[src/rtl/pipeline_load_reader_pkg.sv]
// Shared load/store pipeline definitions: default widths and load formatting modes.
package pipeline_load_reader_pkg;

  localparam int unsigned DATA_W = 16;
  localparam int unsigned ADDR_W = 8;
  localparam int unsigned REG_AW = 4;

  typedef enum logic [1:0] {
    MODE_WORD = 2'd0,
    MODE_LBZ  = 2'd1,
    MODE_HBZ  = 2'd2,
    MODE_LBS  = 2'd3
  } load_mode_e;

endpackage

[src/rtl/load_out_fifo.sv]
// Synchronous FIFO with wrapping pointers; Depth must be a power of two.
module load_out_fifo #(
  parameter int unsigned Width = 20,
  parameter int unsigned Depth = 4
) (
  input  logic                     clk,
  input  logic                     rst_n,
  input  logic                     push,
  input  logic [Width-1:0]         push_data,
  input  logic                     pop,
  output logic [Width-1:0]         pop_data,
  output logic [$clog2(Depth):0]   count,
  output logic                     full,
  output logic                     empty
);
  import pipeline_load_reader_pkg::*;

  localparam int unsigned PtrW = $clog2(Depth);
  localparam int unsigned CntW = PtrW + 1;

  logic [Width-1:0] mem_q [Depth];
  logic [PtrW-1:0]  wr_ptr_q, rd_ptr_q;
  logic [CntW-1:0]  count_q;
  logic             do_push, do_pop;

  assign empty    = (count_q == '0);
  assign full     = (count_q == CntW'(Depth));
  assign count    = count_q;
  assign do_pop   = pop && !empty;
  assign do_push  = push && !full;
  // Drive zero while empty so the head outputs read 0 out of reset.
  assign pop_data = empty ? '0 : mem_q[rd_ptr_q];

  always_ff @(posedge clk) begin
    if (!rst_n) begin
      wr_ptr_q <= '0;
      rd_ptr_q <= '0;
      count_q  <= '0;
    end else begin
      if (do_push) wr_ptr_q <= wr_ptr_q + PtrW'(1);
      if (do_pop)  rd_ptr_q <= rd_ptr_q + PtrW'(1);
      unique case ({do_push, do_pop})
        2'b10:   count_q <= count_q + CntW'(1);
        2'b01:   count_q <= count_q - CntW'(1);
        default: count_q <= count_q;
      endcase
    end
  end

  always_ff @(posedge clk) begin
    if (do_push) mem_q[wr_ptr_q] <= push_data;
  end

endmodule

[src/rtl/pipeline_load_reader.sv]
// Load pipeline: issues data-memory reads, formats results, writes the register bank and
// buffers results for a downstream consumer under credit-based flow control.
module pipeline_load_reader #(
  parameter int unsigned DATA_W    = pipeline_load_reader_pkg::DATA_W,
  parameter int unsigned ADDR_W    = pipeline_load_reader_pkg::ADDR_W,
  parameter int unsigned REG_AW    = pipeline_load_reader_pkg::REG_AW,
  parameter int unsigned OUT_DEPTH = 4
) (
  input  logic              clk,
  input  logic              rst_n,
  input  logic              in_valid,
  output logic              in_ready,
  input  logic [ADDR_W-1:0] in_addr,
  input  logic [REG_AW-1:0] in_rd,
  input  logic [1:0]        in_mode,
  output logic              mem_re,
  output logic [ADDR_W-1:0] mem_raddr,
  input  logic [DATA_W-1:0] mem_rdata,
  output logic              rf_we,
  output logic [REG_AW-1:0] rf_waddr,
  output logic [DATA_W-1:0] rf_wdata,
  output logic              out_valid,
  input  logic              out_ready,
  output logic [DATA_W-1:0] out_data,
  output logic [REG_AW-1:0] out_rd,
  output logic              busy
);
  import pipeline_load_reader_pkg::*;

  localparam int unsigned CntW = $clog2(OUT_DEPTH) + 1;

  logic              s1_valid_q, s2_valid_q;
  logic [ADDR_W-1:0] s1_addr_q;
  logic [REG_AW-1:0] s1_rd_q, s2_rd_q;
  load_mode_e        s1_mode_q, s2_mode_q;

  logic              rf_we_q;
  logic [REG_AW-1:0] rf_waddr_q;
  logic [DATA_W-1:0] rf_wdata_q;

  logic [DATA_W-1:0] fmt_data;
  logic [CntW-1:0]   fifo_count;
  logic              fifo_full, fifo_empty, fifo_pop;
  logic [CntW:0]     credits_used;
  logic              accept;

  // Every load in S1/S2 already holds a buffer slot, so a push can never find it full.
  assign credits_used = {1'b0, fifo_count} + (CntW + 1)'(s1_valid_q) + (CntW + 1)'(s2_valid_q);
  assign in_ready     = rst_n && (credits_used < (CntW + 1)'(OUT_DEPTH));
  assign accept       = in_valid && in_ready;

  always_ff @(posedge clk) begin
    if (!rst_n) begin
      s1_valid_q <= 1'b0;
      s1_addr_q  <= '0;
      s1_rd_q    <= '0;
      s1_mode_q  <= MODE_WORD;
      s2_valid_q <= 1'b0;
      s2_rd_q    <= '0;
      s2_mode_q  <= MODE_WORD;
    end else begin
      s1_valid_q <= accept;
      if (accept) begin
        s1_addr_q <= in_addr;
        s1_rd_q   <= in_rd;
        s1_mode_q <= load_mode_e'(in_mode);
      end
      s2_valid_q <= s1_valid_q;
      if (s1_valid_q) begin
        s2_rd_q   <= s1_rd_q;
        s2_mode_q <= s1_mode_q;
      end
    end
  end

  assign mem_re    = s1_valid_q;
  assign mem_raddr = s1_addr_q;

  always_comb begin
    fmt_data = '0;
    unique case (s2_mode_q)
      MODE_WORD: fmt_data = mem_rdata;
      MODE_LBZ:  fmt_data = DATA_W'(mem_rdata[7:0]);
      MODE_HBZ:  fmt_data = DATA_W'(mem_rdata[15:8]);
      MODE_LBS:  fmt_data = DATA_W'($signed(mem_rdata[7:0]));
      default:   fmt_data = mem_rdata;
    endcase
  end

  always_ff @(posedge clk) begin
    if (!rst_n) begin
      rf_we_q    <= 1'b0;
      rf_waddr_q <= '0;
      rf_wdata_q <= '0;
    end else begin
      rf_we_q <= s2_valid_q;
      if (s2_valid_q) begin
        rf_waddr_q <= s2_rd_q;
        rf_wdata_q <= fmt_data;
      end
    end
  end

  assign rf_we    = rf_we_q;
  assign rf_waddr = rf_waddr_q;
  assign rf_wdata = rf_wdata_q;

  assign fifo_pop = out_valid && out_ready;

  load_out_fifo #(
    .Width(REG_AW + DATA_W),
    .Depth(OUT_DEPTH)
  ) u_out_fifo (
    .clk      (clk),
    .rst_n    (rst_n),
    .push     (s2_valid_q),
    .push_data({s2_rd_q, fmt_data}),
    .pop      (fifo_pop),
    .pop_data ({out_rd, out_data}),
    .count    (fifo_count),
    .full     (fifo_full),
    .empty    (fifo_empty)
  );

  assign out_valid = !fifo_empty;
  assign busy      = s1_valid_q || s2_valid_q || !fifo_empty;

  push_never_full_a: assert property (@(posedge clk) disable iff (!rst_n)
    s2_valid_q |-> !fifo_full);

endmodule

[config.mk]
export PLATFORM = sky130hd
export DESIGN_NAME = pipeline_load_reader
export DESIGN_NICKNAME = d
export VERILOG_FILES = /design/src/rtl/pipeline_load_reader_pkg.sv /design/src/rtl/load_out_fifo.sv /design/src/rtl/pipeline_load_reader.sv
export SDC_FILE = /design/constraint.sdc
export NUM_CORES = 1
export LEC_CHECK = 0
export CORE_UTILIZATION = 65
export DETAILED_ROUTE_END_ITERATION = 6
export DONT_BUFFER_PORTS = 1
export PLACE_DENSITY = 0.81
export SLEW_MARGIN = 10
export SYNTH_ARGS = -nofsm -noshare
export SYNTH_HDL_FRONTEND = slang
export SYNTH_SLANG_ARGS = --single-unit
[constraint.sdc]
create_clock -name clk -period 4 [get_ports clk]
set_input_delay 0.8 -clock clk [delete_from_list [all_inputs] [get_ports clk]]
set_output_delay 0.8 -clock clk [all_outputs]
set_load 0.1 [all_outputs]
==> metrics, run 1 <==
Netlist Area Pre-Place ~0.0053 mm²; Synth Flop Type edfxtp_1; Cells after Synth about 370; WS Path Type flip-flop to primary output; synthesized flop and latch total approximately 130; largest net degree at the start of global routing 29; cell taking the most area after synthesis edfxtp_1; most used standard cell by instance count after synthesis edfxtp_1; postcts setup bufs 0; drt wl/cell about 21 µm; clock latency on the worst-skew pair approximately 0.52 ns; Tot GR Track Use 26.59%; routed wire length 10.47 mm; CTS Buffer Depth 2; Setup violations, final 0; Synth async-reset ratio 0%; initial DRC count approximately 260; P_leak 0.002437 µW; Peak VDD IR just under 900 µV; Yosys warning total 0; via count 3051; Pwr Density between 700 and 800 mW/mm²; Layout area overhead 16.49%; CTS tree built; worst slew pin tran between 1 and 1.5 ns; GR Overflow Total 0; Final HPWL DP between 6 and 7 mm; antenna violations before repair 0; Post-Syn Nets a little over 400; drt pass-1 iters 5; crit path DAT between 2 and 2.5 ns; Fin Hold WS 0.4102 ns; final setup TNS 0 ns; Residual DRC 0; Yosys top cell area share a little under half; status complete, no violations; crit share post-route approximately four fifths; Synth cell types 36; unrepaired setup endpoints after global routing no; CTS Buf Count 17; Final Critical Period between 3 and 4 ns; Synth Area per Inst 14.32 µm²; DR vias/cell ~6; clk_skew 0.006040 ns; max_slew headroom between 20 and 30%; EDFF count, synth 80; fmax about 320 MHz; Die Area between 0.008 and 0.009 mm²; number of global-route vias before repair about 3000; commonest cells in the netlist 80 x edfxtp_1, 52 x dfxtp_1, 26 x nor2_1; Starting Density between 60% and 70%; Core Area ~0.0078 mm²; Crit Path Max Fanout 7; Startpoint Class flip-flop; register area share after synthesis 64.81%; CP endpoint kind primary output; Synth area leaders edfxtp_1 45%, dfxtp_1 20%, mux4_2 8.5%; hold_buf cts 0; Final nets approximately 430; # clock sinks 132; share of cells above drive strength 1 roughly 29%; Final Hold Viols 0; Port-buffer cells 0; filler-free cell count of the finished design ~500; placement row count 32; Worst EP required 3.20 ns; # diodes 0; DRT antenna net count 0; Fillers between 400 and 500; Die Span Y about 92 µm; Root Buffer clkbuf_8; worst hold path type primary input to flip-flop; Final Max Slew Viols 0; Die X ~92 µm; # IOs 87; gpl congestion between 0.7 and 0.8; placed cell count around 480; htree depth 4; Worst-path clk slew around 0.060 ns; Max-cap violations 0; first-pass GRT wire length around 16 mm; Post-CTS Resized 0
-- layout make-up --
class | count | area, µm² | share of cell area, %
tap | 102 | 127.6 | 2.062
multi-input combinational | 191 | 1714 | 27.70
sequential | 132 | 3443 | 55.64
clock buffer | 18 | 417.9 | 6.753
clock inverter | 14 | 186.4 | 3.013
timing repair buffer | 25 | 205.2 | 3.316
inverter | 25 | 93.84 | 1.516
-- state kept, by name (all words and copies together), names as in the netlist, named ones only --
name / flops
mem_raddr: 8
mem_re: 1
rf_wdata: 16
u_out_fifo.wr_ptr_q: 2
rf_waddr: 4
s2_rd_q: 4
rf_we: 1
s2_mode_q: 2
u_out_fifo.count: 3
s2_valid_q: 1
s1_mode_q: 2
s1_rd_q: 4
u_out_fifo.mem_q: 80
u_out_fifo.rd_ptr_q: 2
-- metrics by stage --
stage / cell area (µm²) / util [%] / power, µW / setup WS, ns
after floorplan: 5313 / - / 2939 / 0.04954
after global placement: 5584 / 71.52 / 3222 / 1.389
after detailed placement: 5584 / 71.52 / 3245 / 1.353
after CTS: 6188 / 79.26 / 4799 / 0.8169
after global routing: 6188 / 79.26 / 4917 / 0.7348
final: 6188 / 79.26 / 4778 / 0.8478
-- cell families (layout without fill, tap and decap cells) --
family                     count (synthesis)  count (layout)  share of synthesized area, %
buffers and inverters                     48              82                         4.051
muxes                                     52              52                         14.70
xor gates and xnor gates                   4               4                        0.6594
adders and majority gates                  7               7                         1.790
DFF                                      132             132                         64.81
AOI/OAI and AO/OA                         33              33                         4.828
and+or+nand+nor                           95              95                         9.162
-- power by group --
part | internal, µW | switching [µW] | leakage [µW]
Sequential | 1510 | 190 | 0.00115
Clock | 1010 | 555 | 0.000296
Combinational | 387 | 1130 | 0.000988
-- cells in the final DEF, fill, tap and decap left out, types with 2 or more instances in the layout --
cell | Yosys | final
a211oi_1 | 8 | 8
a21o_1 | 10 | 10
a21oi_1 | 4 | 4
and3_1 | 6 | 6
buf_4 | 0 | 24
bufinv_16 | 0 | 4
clkbuf_16 | 0 | 17
clkinv_1 | 2 | 3
clkinv_2 | 0 | 4
clkinv_4 | 0 | 4
dfxtp_1 | 52 | 52
edfxtp_1 | 80 | 80
ha_1 | 6 | 6
inv_1 | 23 | 23
mux2_2 | 8 | 8
mux2i_1 | 24 | 24
mux4_2 | 20 | 20
nand2_1 | 15 | 15
nand3_1 | 2 | 2
nor2_1 | 26 | 26
nor2b_2 | 0 | 20
nor3_1 | 10 | 8
nor3_2 | 0 | 2
o211a_1 | 8 | 8
or2_2 | 8 | 8
xor2_1 | 4 | 4
-- critical path, stage by stage (launching register included) --
cell and delay [ns]:
dfxtp_1 0.37, nor3_2 0.20, inv_1 0.41, or3_2 0.85
-- routing by layer --
layer  track usage [%]  up-vias  wire length, µm
li1                  -     1384                -
met1             32.99     1486             4014
met2             41.98      162             5360
met3             8.949       19              886
met4             13.02        0              210
met5                 0        -                0
-- final timing paths --
check	to	depth (start not counted)	from	slack, ns
worst max-delay path	busy	3	u_out_fifo.count[0]$_SDFFE_PN0P_	0.85
worst min-delay path	mem_raddr[0]$_SDFFE_PN0P_	2	in_addr[0]	0.41
worst max register to register	u_out_fifo.count[2]$_SDFFE_PN0P_	8	u_out_fifo.count[2]$_SDFFE_PN0P_	1.59
worst min register to register	s1_mode_q[0]$_SDFFE_PN0P_	2	s1_mode_q[0]$_SDFFE_PN0P_	0.47
Note: power is estimated with default switching activity, not from simulation.
==> run 2: changes to the inputs <==
CORE_UTILIZATION = 62   (was 65)
PLACE_DENSITY = 0.78   (was 0.81)
clock period = 3.15 ns   (was 4 ns; I/O delays follow)
==> run 2 against run 1 <==
Critical path depth is 1 higher. Sequential share of layout area is 0.87 points lower. Hold slack worse by 0.17 ns. Via count is 0.33% lower. Clock-buffer cell count is 2 higher. Flip-flop and latch count stayed put. Critical endpoint is now out_data[8].
==> metrics, run 2 (same netlist as run 1, synthesis figures left out) <==
Clock power frac 33.9% (+1.2 points); Die Span Y 94.57 µm (+2.3%); Starting Density 64.33% (-3.7 points); CTS Buf Count 17 (unchanged); Max-cap violations 0 (unchanged); Cell Int Power 3861 µW (+33%); combinational share of power 31.7% (about the same); share of cells above drive strength 1 29.85% (+0.97 points); final setup TNS 0 ns (unchanged); DRT antenna net count 0 (unchanged); max FFs per register 80 (unchanged); gpl congestion 0.7414 (-5.0%); routed wire length 11.07 mm (+5.7%); Die Area 0.008943 mm² (+4.7%); # clock sinks 132 (unchanged); Tot GR Track Use 27.08% (+0.49 points); Worst EP required 2.52 ns (-0.68 ns); Peak VDD IR 763.4 µV (-12%); # IOs 87 (unchanged); DR vias/cell 5.882 (-2.3%); placement row count 33 (+3.1%); Crit Path Max Fanout 20 (+13); CP endpoint kind primary output; hold_buf cts 0 (unchanged); Setup WS post-layout 0.3092 ns (-0.5386 ns); drt pass-1 iters 4 (-1); Die X 94.57 µm (+2.3%); status complete, no violations; Setup violations, final 0 (unchanged); Final nets 440 (+1.6%); worst slew pin tran 1.085 ns (+0.003505 ns); Residual DRC 0 (unchanged); Fin Hold WS 0.2432 ns (-0.1670 ns); Biggest register u_out_fifo.mem_q; first-pass GRT wire length 16.93 mm (+4.4%); P_sw 2412 µW (+29%); Root Buffer clkbuf_8; WS Path Type flip-flop to primary output; via count 3041 (-0.33%); Final Hold Viols 0 (unchanged); CTS Buffer Depth 2 (unchanged); post-placement worst setup slack 0.7427 ns (-0.6106 ns); Worst-path clk slew 0.06 ns (about the same); Port-buffer cells 0 (unchanged); number of global-route vias before repair 3074 (+1.6%); htree depth 4 (unchanged); antenna violations before repair 1 (+1); most common cell after layout, fill and taps aside edfxtp_1; max_slew headroom 27.40% (-0.50 points); crit path DAT 2.21 ns (-0.14 ns); fmax between 300 and 400 MHz; initial DRC count 249 (-2.4%); part of the power in registers 34.4% (-1.2 points); Post-CTS Resized 0 (unchanged); Final HPWL DP 6.847 mm (+7.1%); commonest non-fill, non-tap cells in the layout 80 x edfxtp_1, 52 x dfxtp_1, 31 x buf_4; Final Max Slew Viols 0 (unchanged); switching portion of total power 38.45% (-0.74 points); drt wl/cell 21.41 µm (+3.7%); # diodes 0 (unchanged); Startpoint Class flip-flop; GR Overflow Total 0 (unchanged); worst hold path type primary input to flip-flop; crit share post-route around 90%; Final Critical Period approximately 2.8 ns; Pwr Density 997.7 mW/mm² (+29%); clk_skew 0.006355 ns (+0.0003146 ns); CTS tree built; Core Area 0.008258 mm² (+5.8%); postcts setup bufs 0 (unchanged); largest net degree at the start of global routing 28 (-3.4%); unrepaired setup endpoints after global routing no; P_leak 0.002489 µW (+2.1%); clock latency on the worst-skew pair 0.51 ns (about the same); Layout area overhead 18.35%
==> run 2: cell types whose count changed in the layout (fill, tap and decap cells not counted) <==
cell / previous run / this run
clkinv_4: 4 / 2
nor3_4: 0 / 1
inv_6: 0 / 2
bufinv_16: 4 / 5
buf_4: 24 / 31
clkinv_2: 4 / 0
clkbuf_8: 1 / 3
buf_12: 0 / 1
nor3_2: 2 / 1
clkbuf_16: 17 / 16
clkinv_1: 3 / 4
==> run 2: stage by stage <==
step | util (%) | instances | total power, µW | cell area [µm²]
2_1_floorplan | - | 371 | 3733 | 5318
3_3_place_gp | 68.32 | 485 | 4154 | 5642
3_5_place_dp | 68.32 | 485 | 4180 | 5642
4_1_cts | 76.14 | 517 | 6312 | 6287
5_1_grt | 76.14 | 517 | 6448 | 6287
6_report | 76.14 | 517 | 6273 | 6287
==> run 2: worst paths after layout <==
path                                                       start                                to  slack (ns)  cells past startpoint
worst max register to register  u_out_fifo.count[2]$_SDFFE_PN0P_  u_out_fifo.count[2]$_SDFFE_PN0P_        0.71                      8
worst min-delay path                                  in_addr[3]         mem_raddr[3]$_SDFFE_PN0P_        0.24                      2
worst max-delay path                                   flip-flop                       out_data[8]        0.31                      4
worst min register to register           s1_rd_q[3]$_SDFFE_PN0P_           s1_rd_q[3]$_SDFFE_PN0P_        0.47                      2
==> run 2: critical path: stages, from the launching register on <==
cell and delay, ns:
dfxtp_1 0.32, buf_4 0.38, mux4_2 0.57, nor2b_2 0.18
buf_4 0.25
==> run 2: final cells by class <==
type,count,area (µm²)
well taps,105,131.4
repair buffers,32,252.7
inverters,25,93.84
multi-input cells,191,1720
flip-flops and latches,132,3443
clock inverters,12,200.2
fillers,502,1971
clock buffers,20,445.4
==> run 2: metal layers <==
layer | share of wire [%] | vias up | track usage (%)
li1 | - | 1394 | -
met1 | 39 | 1479 | 33.87
met2 | 49 | 150 | 42.39
met3 | 10 | 18 | 10.39
met4 | 1.6 | 0 | 11.49
met5 | 0 | - | 0
==> run 2: power groups by stage <==
stage	registers (µW)	clock network [µW]	logic [µW]
after detailed placement	2190	0	1990
after floorplan	2180	0	1560
after global routing	2170	2210	2070
after global placement	2180	0	1970
final	2160	2120	1990
after CTS	2160	2150	2010
==> run 3: changes to the inputs <==
CAP_MARGIN = 10   (was not set)
PLACE_DENSITY = 0.84   (was 0.78)
==> run 3 against run 2 <==
Global-route usage up 0.77 points. Critical path type unchanged. Non-clock buffer count is 4 lower. Sequential power hardly changed. Clock-buffer cell count down 2. Critical endpoint is now out_data[5]. Fmax rose by 0.52%. Cell area about the same.
==> metrics, run 3 (same netlist as run 1, synthesis figures left out) <==
hold_sp in_rd[2]; first-pass GRT wire length 17.48 mm (+3.3%); crit path DAT 2.20 ns (about the same); postcts setup bufs 0 (unchanged); CTS Buf Count 17 (unchanged); Worst EP required 2.52 ns (about the same); GR Overflow Total 0 (unchanged); Biggest register u_out_fifo.mem_q; # IOs 87 (unchanged); drt pass-1 iters 5 (+1); CTS Buffer Depth 2 (unchanged); worst slew pin tran 1.174 ns (+0.08949 ns); unrepaired setup endpoints after global routing no; max_slew headroom 21.70% (-5.7 points); Die X 94.57 µm (unchanged); Final nets 436 (-0.91%); Tot Pwr 6405 µW (+2.1%); CP top delay family buffers and inverters; Cell Chain, Critical Path buf_4 -> mux4_2 -> nor2b_2 -> buf_4; via count 3144 (+3.4%); status complete, no violations; Final Critical Period 2.826 ns (-0.01468 ns); fmax 353.8 MHz (+0.52%); placed cell count 481 (-0.82%); final setup TNS 0 ns (unchanged); antenna violations before repair 0 (-1); routed wire length 11.39 mm (+2.9%); clk_skew 0.006763 ns (+0.0004085 ns); worst hold path type primary input to flip-flop; WS Path Type flip-flop to primary output; initial DRC count 280 (+12%); crit share post-route 89.72% (-0.47 points); Final HPWL DP 6.633 mm (-3.1%); Final Max Slew Viols 0 (unchanged); Worst-path clk slew 0.06 ns (about the same); DR vias/cell 6.129 (+4.2%); Residual DRC 0 (unchanged); drt wl/cell 22.21 µm (+3.7%); # clock sinks 132 (unchanged); max FFs per register 80 (unchanged); # diodes 0 (unchanged); most common cell after layout, fill and taps aside edfxtp_1; P_leak 0.002479 µW (-0.40%); Peak VDD IR 725.3 µV (-5.0%); Post-CTS Resized 0 (unchanged); clock latency on the worst-skew pair 0.51 ns (about the same); Crit Path Max Fanout 20 (unchanged); DRT antenna net count 0 (unchanged); Die Area 0.008943 mm² (unchanged); CP endpoint kind primary output; commonest non-fill, non-tap cells in the layout 80 x edfxtp_1, 52 x dfxtp_1, 27 x buf_4; gpl congestion 0.7492 (+1.1%); htree depth 4 (unchanged); cell repeated most along the worst path buf_4; Max-cap violations 0 (unchanged); Die Span Y 94.57 µm (unchanged); placement row count 33 (unchanged); Port-buffer cells 0 (unchanged); Core Area 0.008258 mm² (unchanged); CTS tree built; CP bufs+invs 2 (unchanged); Pwr Density 1019 mW/mm² (+2.1%); largest net degree at the start of global routing 32 (+14%); Worst path max stage delay 0.56 ns (about the same); filler-free cell count of the finished design 513 (-0.77%); Final Hold Viols 0 (unchanged); Layout area overhead 18.32% (about the same); share of cells above drive strength 1 29.41% (-0.44 points); number of global-route vias before repair 3333 (+8.4%); Starting Density 64.33% (unchanged); Root Buffer clkbuf_8; slowest stage cell, crit path mux4_2; Startpoint Class flip-flop; hold_buf cts 0 (unchanged); Crit Reg-Reg Startpoint u_out_fifo.count[2]$_SDFFE_PN0P_; Tot GR Track Use 27.84% (+0.77 points); Setup violations, final 0 (unchanged)
## run 3: cell count changes in the layout (fill, tap and decap cells not counted)
cell / delta
bufinv_16: +2
buf_4: -4
clkinvlp_4: +1
clkinv_2: +2
clkinv_1: -1
inv_6: -1
clkbuf_8: -2
clkinv_4: -1
## run 3: through the flow
| stage | setup WS [ns] | utilization, % | cell area, µm² | hold WS (ns) |
|---|---|---|---|---|
| after global routing | 0.2089 | 76.12 | 6286 | 0.2155 |
| after CTS | 0.2747 | 76.12 | 6286 | 0.2264 |
| after global placement | 0.8599 | 67.95 | 5612 | 0.4499 |
| after floorplan | 0.2210 | - | 5318 | 0.4376 |
| after detailed placement | 0.7395 | 67.95 | 5612 | 0.4551 |
| final | 0.3239 | 76.12 | 6286 | 0.2450 |
## run 3: final cells by class
type                    instances  area (µm²)
well taps                     105       131.4
multi-input cells             191        1720
fillers                       468        1972
clock inverters                14       256.5
clock buffers                  18       417.9
flip-flops and latches        132        3443
inverters                      25       93.84
repair buffers                 28       222.7
## run 3: per-layer routing
layer	part of all wire, %	track usage [%]
met4	2.1	11.74
met1	39	31.99
met5	0	0
met3	8.3	11.51
met2	51	46.07
## run 3: worst paths after layout
path              slack, ns  cells after the start                          endpoint
setup / recovery       0.32                      4                       out_data[5]
hold / removal         0.25                      2           s1_rd_q[2]$_SDFFE_PN0P_
setup reg to reg       0.70                      8  u_out_fifo.count[2]$_SDFFE_PN0P_
hold reg to reg        0.46                      2           s1_rd_q[2]$_SDFFE_PN0P_
## run 3: power by group
group          internal, µW  switching [µW]
Sequential             1920             237
Combinational           531            1470
Clock                  1520             724
## run 3: worst reg2reg max path, delay by kind of cell (launching register included)
kind                     cells  cell delay, ns
adder cells (fa/ha/maj)      2            0.56
AND/OR/NAND/NOR              3            1.00
XOR/XNOR                     1            0.17
flip-flops                   1            0.44
buffers and inverters        1            0.06
AO/OA/AOI/OAI                1            0.14
